**src/rtl/restoring_divider_pkg.sv**
```systemverilog
// Shared constants and state encoding for the restoring divider.
// Signed operation is enabled with RESTORING_DIVIDER_SIGNED_EN.
package restoring_divider_pkg;

    localparam int DIV_WIDTH = 32;

    function automatic int cnt_w(input int w);
        return $clog2(w);
    endfunction

    localparam int CNT_W = cnt_w(DIV_WIDTH);

    typedef enum logic [1:0] {
        IDLE = 2'd0,
        RUN  = 2'd1,
        DONE = 2'd2
    } div_state_t;

endpackage

```
**src/rtl/restoring_divider_if.sv**
```systemverilog
// Start/busy/done handshake and operand/result bundle of the divider.
// master drives requests, slave is the divider.
import restoring_divider_pkg::*;

interface restoring_divider_if #(
    parameter int WIDTH = DIV_WIDTH
);
    logic             start;
    logic [WIDTH-1:0] dividend;
    logic [WIDTH-1:0] divisor;
    logic             busy;
    logic             done;
    logic [WIDTH-1:0] quotient;
    logic [WIDTH-1:0] remainder;
    logic             div0;

    modport master (
        output start, dividend, divisor,
        input  busy, done, quotient, remainder, div0
    );

    modport slave (
        input  start, dividend, divisor,
        output busy, done, quotient, remainder, div0
    );
endinterface

```
**src/rtl/restoring_divider_div_sub_stage.sv**
```systemverilog
// Trial subtractor: WIDTH+1-bit difference, MSB is the borrow.
import restoring_divider_pkg::*;

module div_sub_stage #(
    parameter int WIDTH = DIV_WIDTH
) (
    input  logic [WIDTH-1:0] a,
    input  logic [WIDTH-1:0] b,
    output logic [WIDTH-1:0] diff,
    output logic             borrow
);
    logic [WIDTH:0] trial;

    assign trial  = {1'b0, a} - {1'b0, b};
    assign diff   = trial[WIDTH-1:0];
    assign borrow = trial[WIDTH];
endmodule

```
**src/rtl/restoring_divider.sv**
```systemverilog
// Sequential restoring divider, one quotient bit per cycle.
// Define RESTORING_DIVIDER_SIGNED_EN for two's-complement operands.
import restoring_divider_pkg::*;

module restoring_divider #(
    parameter int WIDTH = DIV_WIDTH
) (
    input logic                clk,
    input logic                rst,
    restoring_divider_if.slave bus
);
    localparam int CW = cnt_w(WIDTH);

    div_state_t       state, state_n;
    logic [CW-1:0]    cnt;
    logic [WIDTH-1:0] q, r, dvs;
    logic [WIDTH-1:0] quo, rem;
    logic             dz;
    logic [WIDTH-1:0] r_sh, diff, q_nx, r_nx;
    logic             borrow;
    logic             accept;

    assign r_sh = {r[WIDTH-2:0], q[WIDTH-1]};

    div_sub_stage #(.WIDTH(WIDTH)) u_sub (
        .a      (r_sh),
        .b      (dvs),
        .diff   (diff),
        .borrow (borrow)
    );

    assign q_nx = {q[WIDTH-2:0], ~borrow};
    assign r_nx = borrow ? r_sh : diff;

    always_comb begin
        state_n = state;
        accept  = 1'b0;
        unique case (state)
            IDLE: begin
                accept = bus.start;
                if (bus.start) state_n = RUN;
            end
            RUN: begin
                if (cnt == '0) state_n = DONE;
            end
            DONE: begin
                accept  = bus.start;
                state_n = bus.start ? RUN : IDLE;
            end
            default: state_n = IDLE;
        endcase
    end

`ifdef RESTORING_DIVIDER_SIGNED_EN
    logic neg_q, neg_r;
    logic sa, sb;

    assign sa = bus.dividend[WIDTH-1];
    assign sb = bus.divisor[WIDTH-1];

    always_ff @(posedge clk) begin
        if (rst) begin
            neg_q <= 1'b0;
            neg_r <= 1'b0;
        end else if (accept) begin
            neg_q <= sa ^ sb;
            neg_r <= sa;
        end
    end
`endif

    always_ff @(posedge clk) begin
        if (rst) begin
            state <= IDLE;
            cnt   <= '0;
            q     <= '0;
            r     <= '0;
            dvs   <= '0;
            quo   <= '0;
            rem   <= '0;
            dz    <= 1'b0;
        end else begin
            state <= state_n;
            if (accept) begin
`ifdef RESTORING_DIVIDER_SIGNED_EN
                q   <= sa ? -bus.dividend : bus.dividend;
                dvs <= sb ? -bus.divisor : bus.divisor;
`else
                q   <= bus.dividend;
                dvs <= bus.divisor;
`endif
                r   <= '0;
                cnt <= CW'(WIDTH - 1);
                quo <= '0;
                rem <= '0;
                dz  <= 1'b0;
            end else if (state == RUN) begin
                q <= q_nx;
                r <= r_nx;
                if (cnt != '0) cnt <= cnt - 1'b1;
                if (cnt == '0) begin
                    dz <= (dvs == '0);
`ifdef RESTORING_DIVIDER_SIGNED_EN
                    // zero divisor must read back as -1, not a negated all-ones
                    quo <= (dvs == '0) ? '1 : (neg_q ? -q_nx : q_nx);
                    rem <= neg_r ? -r_nx : r_nx;
`else
                    quo <= q_nx;
                    rem <= r_nx;
`endif
                end
            end
        end
    end

    assign bus.busy      = (state == RUN);
    assign bus.done      = (state == DONE);
    assign bus.quotient  = quo;
    assign bus.remainder = rem;
    assign bus.div0      = dz;
endmodule

```
**src/flat_wrapper.sv**
```systemverilog
// flat-port wrapper written by rule: the top's interface ports become plain ports
module restoring_divider_flat 
#(
    parameter int WIDTH = DIV_WIDTH
)
  (clk, rst, bus_start, bus_dividend, bus_divisor, bus_busy, bus_done, bus_quotient, bus_remainder, bus_div0);
  restoring_divider_if #(.WIDTH(WIDTH)) bus_i ();
  input logic clk;
  input logic rst;
  input wire logic [$bits(bus_i.start)-1:0] bus_start;
  input wire logic [$bits(bus_i.dividend)-1:0] bus_dividend;
  input wire logic [$bits(bus_i.divisor)-1:0] bus_divisor;
  output wire logic [$bits(bus_i.busy)-1:0] bus_busy;
  output wire logic [$bits(bus_i.done)-1:0] bus_done;
  output wire logic [$bits(bus_i.quotient)-1:0] bus_quotient;
  output wire logic [$bits(bus_i.remainder)-1:0] bus_remainder;
  output wire logic [$bits(bus_i.div0)-1:0] bus_div0;
  assign bus_i.start = bus_start;
  assign bus_i.dividend = bus_dividend;
  assign bus_i.divisor = bus_divisor;
  assign bus_busy = bus_i.busy;
  assign bus_done = bus_i.done;
  assign bus_quotient = bus_i.quotient;
  assign bus_remainder = bus_i.remainder;
  assign bus_div0 = bus_i.div0;
  restoring_divider #(.WIDTH(WIDTH)) u_core (.clk(clk), .rst(rst), .bus(bus_i));
endmodule
```
**config.mk**
```make
export PLATFORM = sky130hd
export DESIGN_NAME = restoring_divider_flat
export DESIGN_NICKNAME = d
export VERILOG_FILES = /design/src/rtl/restoring_divider_pkg.sv /design/src/rtl/restoring_divider_if.sv /design/src/rtl/restoring_divider_div_sub_stage.sv /design/src/rtl/restoring_divider.sv /design/src/flat_wrapper.sv
export SDC_FILE = /design/constraint.sdc
export NUM_CORES = 1
export LEC_CHECK = 0
export CELL_PAD_IN_SITES_DETAIL_PLACEMENT = 1
export CELL_PAD_IN_SITES_GLOBAL_PLACEMENT = 2
export CORE_MARGIN = 2
export CORE_UTILIZATION = 30
export CTS_BUF_LIST = sky130_fd_sc_hd__clkbuf_16
export CTS_CLUSTER_DIAMETER = 100
export DETAILED_ROUTE_END_ITERATION = 12
export HOLD_SLACK_MARGIN = 0.15
export PLACE_DENSITY_LB_ADDON = 0.1
export SLEW_MARGIN = 25
export SYNTH_ARGS = -nofsm -noshare
export SYNTH_HDL_FRONTEND = slang
export SYNTH_SLANG_ARGS = --single-unit
```
**constraint.sdc**
```tcl
create_clock -name clk -period 7.7 [get_ports clk]
set_input_delay 0.77 -clock clk [delete_from_list [all_inputs] [get_ports clk]]
set_output_delay 0.77 -clock clk [all_outputs]
set_load 0.01 [all_outputs]
```
==> qor.txt, run 1 <==
Status: finished, final reports clean
Final #Nets: 1246
Via count: 7506
Post-synthesis mux area share: 0.0207
Synth cell types: 58
P per Cell Area: 252 nW/µm²
R2R setup slack: 4.09 ns
RSZ-0062 raised after global routing: no
Min Hold Slack: 0.456 ns
Port bufs: 133
# fillers: 3205
Pin count of the biggest net entering global routing: 83
Number of flops mapped to enable cells by yosys: 0
Fmax: 0.277 GHz
Hold depth: 2
Sequential fraction of the synthesis area: 0.411
CP Launch Point: u_core.q[31]
Final Critical Period: 3.61 ns
Ys flop type: dfxtp_1
Clock power share: 0.338
Later-pin clock latency in the skew report: 0.44 ns
Max cap viols: 0
Gr ovfl total: 0
Layout cells sized above 1: 0.0562
Area delta synth->final: 26.7%
Sequential Power Share: 0.370
Setup violations, final: 0
Synth warnings: 0
Startpoint types: flip-flop
Critical path arrival: 3.88 ns
CTS buffer count: 17
Worst min path class: flip-flop to flip-flop
Async set or reset register ratio after synthesis: 0
CP Cell Sequence: inv_1, ha_1, fa_1, nand2b_1, a21o_1, a2111oi_0, o22ai_1, o21bai_1, a31oi_1, xnor2_1, mux2i_1, a21oi_1
Number of hold buffers added after cts: 0
Initial antenna violation count: 0
Worst-path clk slew: 0.08 ns
TritonCTS clock tree: yes
DP HPWL: 17600 µm
Clk sink count: 167
Tcrit/Tclk final: 0.468
Slew @ Worst Pin: 0.955 ns
Initial Util: 0.304
Sum Neg Setup Slack: 0 ns
Post-CTS setup buffer count: 0
Iteration-0 DRC Markers: 320
Required time of the critical path: 7.98 ns
Final wirelength: 26400 µm
Vias per std cell: 5.01
Slew Viols, Final: 0
Clk root buf: clkbuf_16
DR pass1 iterations: 4
Net Count, Synth: 1153
Inserted Diodes: 0
Hold Crit Start: u_core.bus.quotient[8]
Core area: 26800 µm²
Residual DRC: 0
Compound-Gate Fraction of Synth Area: 0.224
Die X: 169 µm
Crit Path Category: flip-flop to flip-flop
Crit path max fanout: 3
Most common cell after layout, fill and taps aside: nand2_1
Simple-gate portion of the synthesized area: 0.203
R2R depth: 12
Final Hold Violating Endpoints: 0
Post-synthesis sequential element count: 167
Buf/Inv on CP: 1
VDD IR max: 0.000133 V
DIE HEIGHT: 169 µm
Clk buf depth: 2
Static leakage: 3.83 nW
R2R Path End: u_core.bus.remainder[30]
First-pass GRT wire length: 42500 µm
Psw: 935 µW
Share of power burned in combinational logic: 0.292
PostCTS Resize Cnt: 0
Hold EP: u_core.bus.quotient[8]
Cell Area, Synth: 8140 µm²
Setup Skew: 0.0164 ns
Rows: 60
Crit path max-delay family: compound AO/OA/AOI/OAI gates
Avg Cell Area, Syn: 7.75 µm²
H-tree depth: 4
Net switching fraction of the power: 0.360
Synth Instances: 1051
Die area: 28500 µm²
Io pins: 134
Most frequent cells in the layout: nand2_1, dfxtp_1, clkdlybuf4s50_1
Critical Path Max Stage Delay: 0.76 ns
Avg WL per Cell: 17.7 µm
Number of global-route vias before repair: 7780
XOR/XNOR Fraction of Synth Area: 0.0312
Placer congestion estimate: 0.809
Slew headroom: 0.364
Launching point of the worst reg2reg path: u_core.q[31]
Crit path capture type: flip-flop
Critical Path Slowest Stage Cell: a2111oi_0
Main combinational cell family by area after synthesis: compound AO/OA/AOI/OAI gates
Post-Synth Adder-Cell Area: 0.0547
P_int: 1.66 mW
Global Route Usage Sum: 0.189
Post-DRT Antenna Nets: 0
-- per-stage QoR --
stage / util / instance area (µm²) / setup slack, ns / cells / total power [mW]
6_report: 0.385 / 10300 / 4.09 / 1498 / 2.60
5_1_grt: 0.385 / 10300 / 3.84 / 1498 / 2.76
4_1_cts: 0.385 / 10300 / 4.14 / 1498 / 2.63
3_5_place_dp: 0.362 / 9710 / 4.18 / 1466 / 1.74
3_3_place_gp: 0.362 / 9710 / 4.23 / 1466 / 1.75
2_1_floorplan: - / 8140 / 4.65 / 1051 / 1.52
-- state kept, by name (all words and copies together), names as in the netlist --
register              flops
u_core.bus.remainder     32
u_core.q                 32
u_core.bus.div0           1
u_core.dvs               32
u_core.r                 31
u_core.cnt                5
u_core.state              2
u_core.bus.quotient      32
-- power groups by stage --
stage               Clock, mW  Combinational [mW]  Sequential (mW)
floorplan                   0               0.555            0.970
global placement            0               0.765            0.981
detailed placement          0               0.763            0.981
CTS                     0.905               0.769            0.961
global route            0.938               0.848            0.969
finish                  0.878               0.758            0.961
-- how the worst max path moves through the flow --
stage,cells past startpoint,slack (ns),end
final,12,4.09,u_core.bus.remainder[30]
after global routing,12,3.84,u_core.bus.remainder[30]
after CTS,12,4.14,u_core.r[30]
after detailed placement,12,4.18,u_core.r[30]
after global placement,12,4.23,u_core.r[30]
after floorplan,14,4.65,u_core.r[16]
-- kinds of logic (layout without fill, tap and decap cells) --
family / after synthesis / in the layout
fa+ha+maj: 35 / 35
xor+xnor: 29 / 29
compound gates: 298 / 298
buf+inv: 112 / 218
mux: 16 / 16
flops: 167 / 167
simple gates: 394 / 394
-- final cells by class --
class | instances | area (µm²) | area share
well taps | 341 | 427 | 0.0414
clock inverters | 15 | 179 | 0.0173
clock buffers | 17 | 425 | 0.0412
multi-input cells | 772 | 4370 | 0.424
repair buffers | 144 | 1410 | 0.137
inverters | 42 | 159 | 0.0154
flip-flops and latches | 167 | 3340 | 0.324
-- metal layers --
metal | track usage | vias up | part of all wire
met2 | 0.316 | 108 | 0.46
met3 | 0.0330 | 15 | 0.026
met5 | 0 | - | 0
li1 | - | 3826 | -
met1 | 0.254 | 3557 | 0.50
met4 | 0.0435 | 0 | 0.011
-- worst min-delay path: cells and delay by family, from the launching register on --
kind	cells	cell delay, ns
AOI/OAI and AO/OA	1	0.05
DFF	1	0.31
and+or+nand+nor	1	0.05
-- cell usage after synthesis (all sizes together), types with 2 or more instances --
cell type	number	area (µm²)
xnor2	18	158
o211a	2	20.0
mux2i	9	90.1
o211ai	4	30.0
o21bai	4	30.0
a21o	9	67.6
dfxtp	167	3340
or2	2	12.5
a2111oi	2	17.5
o21a	10	75.1
a31oi	12	75.1
clkbuf	58	218
buf	12	76.3
ha	34	425
nor2	118	443
o41ai	2	17.5
a21oi	126	631
a41oi	2	36.3
o31ai	2	15.0
nor2b	5	31.3
o31a	3	26.3
a211o	2	17.5
inv	42	158
and2	4	25.0
and3	3	18.8
nor4	9	56.3
a211oi	25	200
nand4	5	31.3
mux2	7	78.8
o21ai	51	259
o32ai	2	17.5
nand3	14	70.1
xor2	11	96.3
nand2b	9	56.3
o22ai	31	194
nor3	44	220
a22oi	2	15.0
nand2	178	668
Note: power is estimated with default switching activity, not from simulation.
==> inputs of run 2 (changes only) <==
--- a/config.mk
+++ b/config.mk
@@ -8,7 +8,7 @@
 export CELL_PAD_IN_SITES_DETAIL_PLACEMENT = 1
 export CELL_PAD_IN_SITES_GLOBAL_PLACEMENT = 2
 export CORE_MARGIN = 2
-export CORE_UTILIZATION = 30
+export CORE_UTILIZATION = 28
 export CTS_BUF_LIST = sky130_fd_sc_hd__clkbuf_16
 export CTS_CLUSTER_DIAMETER = 100
 export DETAILED_ROUTE_END_ITERATION = 12
==> constraint.sdc (replaced) <==
create_clock -name clk -period 3.1 [get_ports clk]
set_input_delay 0.31 -clock clk [delete_from_list [all_inputs] [get_ports clk]]
set_output_delay 0.31 -clock clk [all_outputs]
set_load 0.01 [all_outputs]
==> qor.txt, run 2 (synthesis gave the netlist of run 1 again) <==
DP Worst Slack: -0.0108 ns (-4.19 ns)
Final Critical Period: 3.02 ns (-0.586 ns)
Die area: 30500 µm² (+7.0%)
Placer congestion estimate: 0.792 (-2.1%)
Most common cell after layout, fill and taps aside: nand2_1
Global Route Usage Sum: 0.184 (-0.00509)
Crit Path Category: flip-flop to flip-flop
Inserted Diodes: 0 (unchanged)
Setup violations, final: 0 (unchanged)
Most frequent cells in the layout: nand2_1, dfxtp_1, clkdlybuf4s50_1
Crit path max-delay family: compound AO/OA/AOI/OAI gates
Io pins: 134 (unchanged)
Worst min path class: input pin to flip-flop
Later-pin clock latency in the skew report: 0.44 ns (about the same)
Initial antenna violation count: 0 (unchanged)
Max cap viols: 0 (unchanged)
Status: finished, final reports clean
Clk buf depth: 2 (unchanged)
Post-DRT Antenna Nets: 0 (unchanged)
CTS buffer count: 17 (unchanged)
Number of hold buffers added after cts: 0 (unchanged)
Min Hold Slack: 0.222 ns (-0.234 ns)
Die X: 175 µm (+3.4%)
R2R depth: 13 (+1)
CP Cell Sequence: inv_2, ha_4, fa_2, nand2b_4, a21o_1, a211oi_4, a41oi_4, o311ai_4, o21a_4, clkbuf_16, buf_6, mux2i_4, a211oi_2
Critical Path Slowest Stage Cell: fa_2
Pin count of the biggest net entering global routing: 71 (-14%)
Hold depth: 3 (+1)
Via count: 7702 (+2.6%)
FF/Latch Area: 3340 µm² (about the same)
Setup Skew: 0.0190 ns (+0.00254 ns)
RSZ-0062 raised after global routing: yes
Placed insts: 1535 (+4.7%)
Worst-path clk slew: 0.07 ns (about the same)
Crit path max fanout: 6 (+3)
Gr ovfl total: 0 (unchanged)
# fillers: 3435 (+7.2%)
Placed inst area: 10000 µm² (+3.2%)
First-pass GRT wire length: 44300 µm (+4.3%)
DP HPWL: 19500 µm (+11%)
P per Cell Area: 628 nW/µm² (+150%)
Pwr Total: 6.85 mW (+160%)
Post-layout util: 0.380 (-0.00536)
Vias per std cell: 4.89 (-2.4%)
Layout cells sized above 1: 0.112 (+0.0555)
Critical Path Max Stage Delay: 0.35 ns (-0.41 ns)
Fmax: 0.331 GHz (+19%)
Area delta synth->final: 33.8%
Setup ws final: 0.0801 ns (-4.01 ns)
Slew @ Worst Pin: 0.852 ns (-0.103 ns)
Iteration-0 DRC Markers: 388 (+21%)
Initial Util: 0.284 (-0.0201)
Layout Cell Area excl Fill: 10900 µm² (+5.6%)
Tcrit/Tclk final: 0.974 (+0.506)
H-tree depth: 4 (unchanged)
DIE HEIGHT: 175 µm (+3.4%)
Crit path depth: 13 (+1)
Required time of the critical path: 3.39 ns (-4.59 ns)
DR pass1 iterations: 4 (unchanged)
VDD IR max: 0.000330 V (+150%)
Core area: 28700 µm² (+7.1%)
Critical path arrival: 3.31 ns (-0.57 ns)
Multi-input logic area: 4570 µm² (+4.5%)
Final wirelength: 27700 µm (+4.8%)
Residual DRC: 0 (unchanged)
Slew headroom: 0.432 (+0.0685)
Number of global-route vias before repair: 7939 (+2.0%)
Rows: 62 (+3.3%)
Sum Neg Setup Slack: 0 ns (unchanged)
Avg WL per Cell: 17.6 µm (-0.31%)
Clk sink count: 167 (unchanged)
Static leakage: 4.05 nW (+5.6%)
Buf/Inv on CP: 3 (+2)
TritonCTS clock tree: yes
Port bufs: 133 (unchanged)
Slew Viols, Final: 0 (unchanged)
Clk root buf: clkbuf_16
Final non-filler cell total: 1575 (+5.1%)
Final Hold Violating Endpoints: 0 (unchanged)
Crit path capture type: flip-flop
Final #Nets: 1280 (+2.7%)
Startpoint types: flip-flop
-- run 2: cell types whose count changed in the layout (fill, tap and decap cells not counted), sizes merged --
cell    change
inv         +2
clkbuf      +1
buf        +33
clkinv      -2
-- run 2: final cells by class --
| class | count | area share |
|---|---|---|
| timing repair buffer | 178 | 0.162 |
| clock inverter | 15 | 0.0141 |
| multi-input combinational | 772 | 0.419 |
| sequential | 167 | 0.307 |
| clock buffer | 17 | 0.0391 |
| tap | 384 | 0.0441 |
| inverter | 42 | 0.0145 |
-- run 2: per-layer routing --
metal	up-vias	track usage	wire length, µm
met3	21	0.0278	676
met2	111	0.308	12900
met5	-	0	0
met4	0	0.0375	262
li1	3900	-	-
met1	3670	0.252	13900
-- run 2: worst paths after layout --
path,endpoint,startpoint,slack [ns]
worst max-delay path,u_core.bus.remainder[13],u_core.q[31],0.08
worst min-delay path,u_core.state[1],rst,0.22
worst min register to register,u_core.bus.quotient[5],u_core.bus.quotient[5],0.46
worst max register to register,u_core.bus.remainder[13],u_core.q[31],0.08
-- run 2: timing repair --
item / 4_1_cts / 5_1_grt
resized for setup: 4 / 52
gates cloned: 0 / 1
setup buffers: 2 / 5
endpoints found under the setup margin: 14 / 63
pin swaps: 0 / 20
-- run 2: tightest hold or removal path: cells and delay by family --
family                 cells  cell delay [ns]
buffers and inverters      1             0.12
AND/OR/NAND/NOR            2             0.18
-- run 2: where the power goes --
part           total, mW  switching (mW)  internal [mW]
registers           2.39           0.114           2.28
clock network       2.13            1.06           1.08
logic               2.32            1.25           1.07
total               6.85            2.42           4.42
